### src/rtl/types_pkg.sv
// Shared types for the front-end fetch controller: FSM states, redirect bundle,
// flush counter width.
package types_pkg;

    localparam int FLUSH_CNT_W = 4;
    localparam int REDIR_PC_W  = 32;

    typedef enum logic [1:0] {
        ST_RUN    = 2'd0,
        ST_FLUSH  = 2'd1,
        ST_HALTED = 2'd2
    } fctrl_state_e;

    typedef struct packed {
        logic                  valid;
        logic [REDIR_PC_W-1:0] pc;
    } redirect_t;

    function automatic logic is_misaligned(input logic [1:0] lo);
        return |lo;
    endfunction

endpackage

### src/rtl/fetch_ctrl_flush_counter.sv
// Flush window counter: loads on redirect, counts down to zero, and exposes
// whether the window will still be open after the current edge.
import types_pkg::*;

module fetch_ctrl_flush_counter #(
    parameter int W = FLUSH_CNT_W
) (
    input  logic         clk,
    input  logic         rst,
    input  logic         i_load,
    input  logic [W-1:0] i_load_val,
    output logic         o_busy,
    output logic         o_busy_next
);

    logic [W-1:0] r_cnt;

    always_ff @(posedge clk or posedge rst) begin
        if (rst) begin
            r_cnt <= '0;
        end else if (i_load) begin
            r_cnt <= i_load_val;
        end else if (r_cnt != '0) begin
            r_cnt <= r_cnt - W'(1);
        end
    end

    assign o_busy      = (r_cnt != '0);
    assign o_busy_next = i_load ? (i_load_val != '0) : (r_cnt > W'(1));

endmodule

### src/rtl/fetch_ctrl.sv
// Fetch PC sequencer: advances the PC on accepted fetches, redirects with epoch
// toggle and a fixed flush window, and supports debug halt/resume.
import types_pkg::*;

module fetch_ctrl #(
    parameter int              XLEN         = 32,
    parameter logic [XLEN-1:0] RESET_PC     = '0,
    parameter int              FLUSH_CYCLES = 2
) (
    input  logic            clk,
    input  logic            reset,
    input  logic            fetch_ready,
    output logic            fetch_valid_o,
    output logic [XLEN-1:0] fetch_pc_o,
    output logic            epoch_o,
    output logic            flush_o,
    input  logic            redirect_valid,
    input  logic [XLEN-1:0] redirect_pc,
    input  logic            halt_req,
    input  logic            resume_req,
    output logic            halted_o,
    output logic            misalign_o
);

    localparam logic [FLUSH_CNT_W-1:0] FLUSH_LD = FLUSH_CNT_W'(FLUSH_CYCLES);

    fctrl_state_e    r_state;
    logic [XLEN-1:0] r_pc;
    logic            r_epoch;
    logic            r_misalign;
    logic            r_halt_pend;
    logic            r_halted;

    redirect_t       w_redir;
    logic [XLEN-1:0] w_tgt_pc;
    logic            w_busy;
    logic            w_busy_next;

    // Redirect target travels at package width; word-align before loading.
    assign w_redir.valid = redirect_valid;
    assign w_redir.pc    = REDIR_PC_W'(redirect_pc);
    assign w_tgt_pc      = XLEN'({w_redir.pc[REDIR_PC_W-1:2], 2'b00});

    fetch_ctrl_flush_counter #(.W(FLUSH_CNT_W)) u_flush_cnt (
        .clk         (clk),
        .rst         (reset),
        .i_load      (w_redir.valid),
        .i_load_val  (FLUSH_LD),
        .o_busy      (w_busy),
        .o_busy_next (w_busy_next)
    );

    always_ff @(posedge clk or posedge reset) begin
        if (reset) begin
            r_state     <= ST_RUN;
            r_pc        <= RESET_PC;
            r_epoch     <= 1'b0;
            r_misalign  <= 1'b0;
            r_halt_pend <= 1'b0;
            r_halted    <= 1'b0;
        end else begin
            // Redirect beats a same-cycle accepted fetch.
            if (w_redir.valid) begin
                r_pc    <= w_tgt_pc;
                r_epoch <= ~r_epoch;
                if (is_misaligned(w_redir.pc[1:0]))
                    r_misalign <= 1'b1;
            end else if (r_state == ST_RUN && fetch_ready) begin
                r_pc <= r_pc + XLEN'(4);
            end

            case (r_state)
                ST_RUN: begin
                    if (w_redir.valid) begin
                        r_state     <= ST_FLUSH;
                        r_halt_pend <= halt_req;
                    end else if (halt_req) begin
                        r_state  <= ST_HALTED;
                        r_halted <= 1'b1;
                    end
                end
                ST_FLUSH: begin
                    if (!w_busy_next) begin
                        r_halt_pend <= 1'b0;
                        if (r_halt_pend || halt_req) begin
                            r_state  <= ST_HALTED;
                            r_halted <= 1'b1;
                        end else begin
                            r_state <= ST_RUN;
                        end
                    end else if (halt_req) begin
                        r_halt_pend <= 1'b1;
                    end
                end
                ST_HALTED: begin
                    // A flush window still running finishes before fetch resumes.
                    if (resume_req && !halt_req) begin
                        r_halted <= 1'b0;
                        r_state  <= w_busy_next ? ST_FLUSH : ST_RUN;
                    end
                end
                default: begin
                    r_state  <= ST_RUN;
                    r_halted <= 1'b0;
                end
            endcase
        end
    end

    assign fetch_valid_o = (r_state == ST_RUN) & ~reset;
    assign fetch_pc_o    = r_pc;
    assign epoch_o       = r_epoch;
    assign flush_o       = w_busy;
    assign halted_o      = r_halted;
    assign misalign_o    = r_misalign;

endmodule

### config.mk
export PLATFORM = sky130hd
export DESIGN_NAME = fetch_ctrl
export DESIGN_NICKNAME = d
export VERILOG_FILES = /design/src/rtl/types_pkg.sv /design/src/rtl/fetch_ctrl_flush_counter.sv /design/src/rtl/fetch_ctrl.sv
export SDC_FILE = /design/constraint.sdc
export NUM_CORES = 1
export LEC_CHECK = 0
export BUFFER_PORTS_ARGS = -buffer_cell sky130_fd_sc_hd__buf_4
export CAP_MARGIN = 5
export CORE_MARGIN = 4
export CORE_UTILIZATION = 35
export DETAILED_ROUTE_END_ITERATION = 10
export PLACE_DENSITY = 0.65
export SLEW_MARGIN = 0
export SYNTH_ARGS = -nofsm -noshare
export SYNTH_HDL_FRONTEND = slang
export SYNTH_SLANG_ARGS = --single-unit
### constraint.sdc
create_clock -name clk -period 2 [get_ports clk]
set_clock_uncertainty 0.15 [all_clocks]
set_input_delay 0.1 -clock clk [delete_from_list [all_inputs] [get_ports clk]]
set_output_delay 0.1 -clock clk [all_outputs]
set_load 0.03 [all_outputs]
==> flow_metrics.tcl <==
set metrics [dict create \
    status "finished, final reports clean" \
    r2r_end "fetch_pc_o[27]$_DFFE_PP0N_" \
    grt_pass1_wl_um 11800 \
    clkLatencyLatePin_ns 0.29 \
    setup_violations 0 \
    pwr-share-seq_pct 38.6 \
    crit_type "flop to flop" \
    netSwitchingFraction_pct 38.3 \
    synth_warnings 0 \
    rrSetupSlack_ns 0.11 \
    synth_area_mm2 0.00236 \
    io_pins 75 \
    cts_buffer_depth 2 \
    maxCapViolCount 0 \
    grt_max_degree 41 \
    drive_gt1_share_pct 29.3 \
    grt_pass1_vias 2459 \
    path_clk_slew_ns 0.08 \
    layout.nets 423 \
    critPathMaxFanout 30 \
    postRouteAntennaNets 0 \
    port_buffers 72 \
    synth.distinct_cells 46 \
    dr_total_vias 2460 \
    synth_ff_type "dfrtp_1" \
    dp_hpwl_um 4780 \
    area_growth_syn_to_layout_pct 47.8 \
    max_clock_freq_mhz 528 \
    fin_tns_setup_ns 0 \
    cp-startpoint "fetch_pc_o[13]$_DFFE_PP0N_" \
    cpPeakStageDelay_ns 0.51 \
    die-area_mm2 0.00812 \
    coreArea_mm2 0.00646 \
    p_sw_mw 1.06 \
    arrival_ns 1.96 \
    finalCritPeriodShare_pct 94.7 \
    p_leak_nw 1.51 \
    p_clk_share_pct 18.6 \
    vdd_drop_max_uv 689 \
    fp.dieH_um 90.1 \
    critPathLaunchType "flop" \
    cts_htree_levels 2 \
    nFillCells 587 \
    worstMarginPinSlew_ns 0.527 \
    r2r_cells 5 \
    endpoint "fetch_pc_o[27]$_DFFE_PP0N_" \
    syn_area_per_cell_um2 8.88 \
    n_antenna_cell 0 \
    layout_common_cells "94 x buf_4, 38 x dfrtp_1, 33 x dlygate4sd3_1" \
    drv_slew 0 \
    fin_crit_ns 1.89 \
    antenna_found_initial 0 \
    overflow 0 \
    die_w_um 90.1 \
    cts_tree "done" \
    hold_ws_ns 0.00725 \
    avgRoutedWirePerCell_um 14.7 \
    total_power_mw 2.78 \
    finalHoldViolCount 0 \
    postCtsSetupRepairBufs 0 \
    slew-limit-headroom_pct 64.8 \
    internal_power_mw 1.71 \
    via_per_inst 5.36 \
    crit_required_ns 2.07 \
    wl_um 6750 \
    root_buffer "clkbuf_8" \
    worst_path_max_delay_cell "or4_1" \
    netlist_instances 266 \
    drc_errors 0 \
    layout_commonest_cell "buf_4" \
    cp_cell_sequence "and4_1 > nand4_1 > buf_4 > or4_1 > a31oi_1" \
    min_from "redirect_pc[31]" \
    p_comb_share_pct 42.8 \
    cts.sinks 40 \
    firstDrtPassIters 4 \
    drt_first_iter_violations 130 \
    r2r_start "fetch_pc_o[13]$_DFFE_PP0N_" \
    cts_buffers 5 \
    synth_seq_cells 40 \
    grtUsageTotal_pct 17.1 \
    rsz0062_at_grt "false" \
    ys_seq_area_share_pct 42.4 \
    fp-row-count 29 \
    power_density_mw_per_mm2 795 \
    gp_congestion 0.809 \
    start_util_pct 36.6 \
    synth_edf_count 0 \
    ys_async_sr_fraction_pct 100 \
    regArea_mm2 0.00100 \
    end_kind "flop" \
    multi_input_area_mm2 0.00124 \
    hold_path.class "input port to flop" \
]
==> worst min-delay path by stage <==
stage                                 end  slack [ns]  depth (start not counted)
2_1_floorplan  fetch_pc_o[11]$_DFFE_PP0N_        0.07                          2
3_3_place_gp         halted_o$_DFFE_PP0P_        0.13                          3
3_5_place_dp    fetch_pc_o[3]$_DFFE_PP0N_        0.14                          3
4_1_cts        fetch_pc_o[31]$_DFFE_PP0N_       0.005                          4
5_1_grt            r_state[1]$_DFFE_PP0P_        0.02                          4
6_report       fetch_pc_o[31]$_DFFE_PP0N_       0.007                          4
==> stage by stage <==
step / util, % / area [um2] / cells / setup WS, ns
finish: 54.0 / 3490 / 459 / 0.106
global route: 54.0 / 3490 / 459 / 0.00714
CTS: 54.0 / 3490 / 459 / 0.0839
detailed placement: 47.7 / 3080 / 419 / 0.107
global placement: 47.7 / 3080 / 419 / 0.157
floorplan: - / 2370 / 267 / 0.00333
==> timing repair <==
action                                 CTS  global route
hold buffers                            33             0
setup endpoints to repair                0             4
endpoints found under the hold margin   72             0
resized for setup                        0             1
==> routing by layer <==
layer / routed length, um / share of wire, % / track usage (%)
met2: 3110 / 46 / 27.6
met3: 410 / 6.1 / 4.67
met5: 0 / 0 / 0
met4: 69 / 1.0 / 3.70
met1: 3160 / 47 / 22.9
==> state kept, by name (all words and copies together) (netlist names) <==
| register | flops |
|---|---|
| r_halt_pend | 1 |
| r_state | 2 |
| u_flush_cnt.r_cnt | 4 |
| misalign_o | 1 |
| fetch_pc_o | 30 |
| halted_o | 1 |
| epoch_o | 1 |
==> cell families (layout without fill, tap and decap cells) <==
logic type,count (synthesis),after routing,share of synthesized area (%)
simple gates,115,115,26.7
compound gates,63,63,17.5
other cells,1,2,0.159
buf+inv,28,143,5.35
flops,40,40,42.4
mux,4,4,1.85
xor+xnor,12,12,4.45
fa+ha+maj,3,3,1.59
==> final cells by class <==
type	instances	area share [%]
Multi-Input combinational cell	199	35.6
Tap cell	77	2.76
Clock buffer	6	2.08
Clock inverter	1	0.143
Timing Repair Buffer	127	29.7
Sequential cell	40	28.8
Inverter	9	0.968
==> power groups by stage <==
stage | clock network, mW | registers, mW | logic (mW)
after floorplan | 0 | 1.24 | 0.562
after global placement | 0 | 1.07 | 1.12
after detailed placement | 0 | 1.08 | 1.14
after CTS | 0.531 | 1.07 | 1.19
after global routing | 0.568 | 1.09 | 1.30
final | 0.516 | 1.07 | 1.19
==> critical path, delay by kind of cell (launching register included) <==
kind	cells	cell delay, ns
AND/OR/NAND/NOR	3	0.86
flip-flops	1	0.41
buffers and inverters	1	0.23
AO/OA/AOI/OAI	1	0.18
==> Yosys cell counts (2+ instances only) <==
cell type	instances	area (um2)
dfrtp_1	40	1000
nand3_1	12	60.1
nor3_1	2	10.0
or4_1	13	97.6
a31oi_1	16	100
buf_4	3	22.5
a21oi_1	6	30.0
and2_1	3	18.8
or3_1	5	31.3
or2_2	2	12.5
nor2_1	24	90.1
o31ai_1	12	90.1
xor2_1	8	70.1
inv_1	9	33.8
o31a_1	2	17.5
nor2b_1	2	12.5
and4_1	5	43.8
nand2b_1	4	25.0
nand4_1	9	56.3
o311ai_0	2	17.5
ha_1	3	37.5
nand2_1	25	93.8
and3_1	3	18.8
o22ai_1	2	12.5
o21ai_0	14	70.1
clkbuf_1	12	45.0
o211ai_1	3	22.5
mux2_2	3	33.8
xnor2_1	4	35.0
nor4_1	2	12.5
Power figures use the tool's default switching activity.
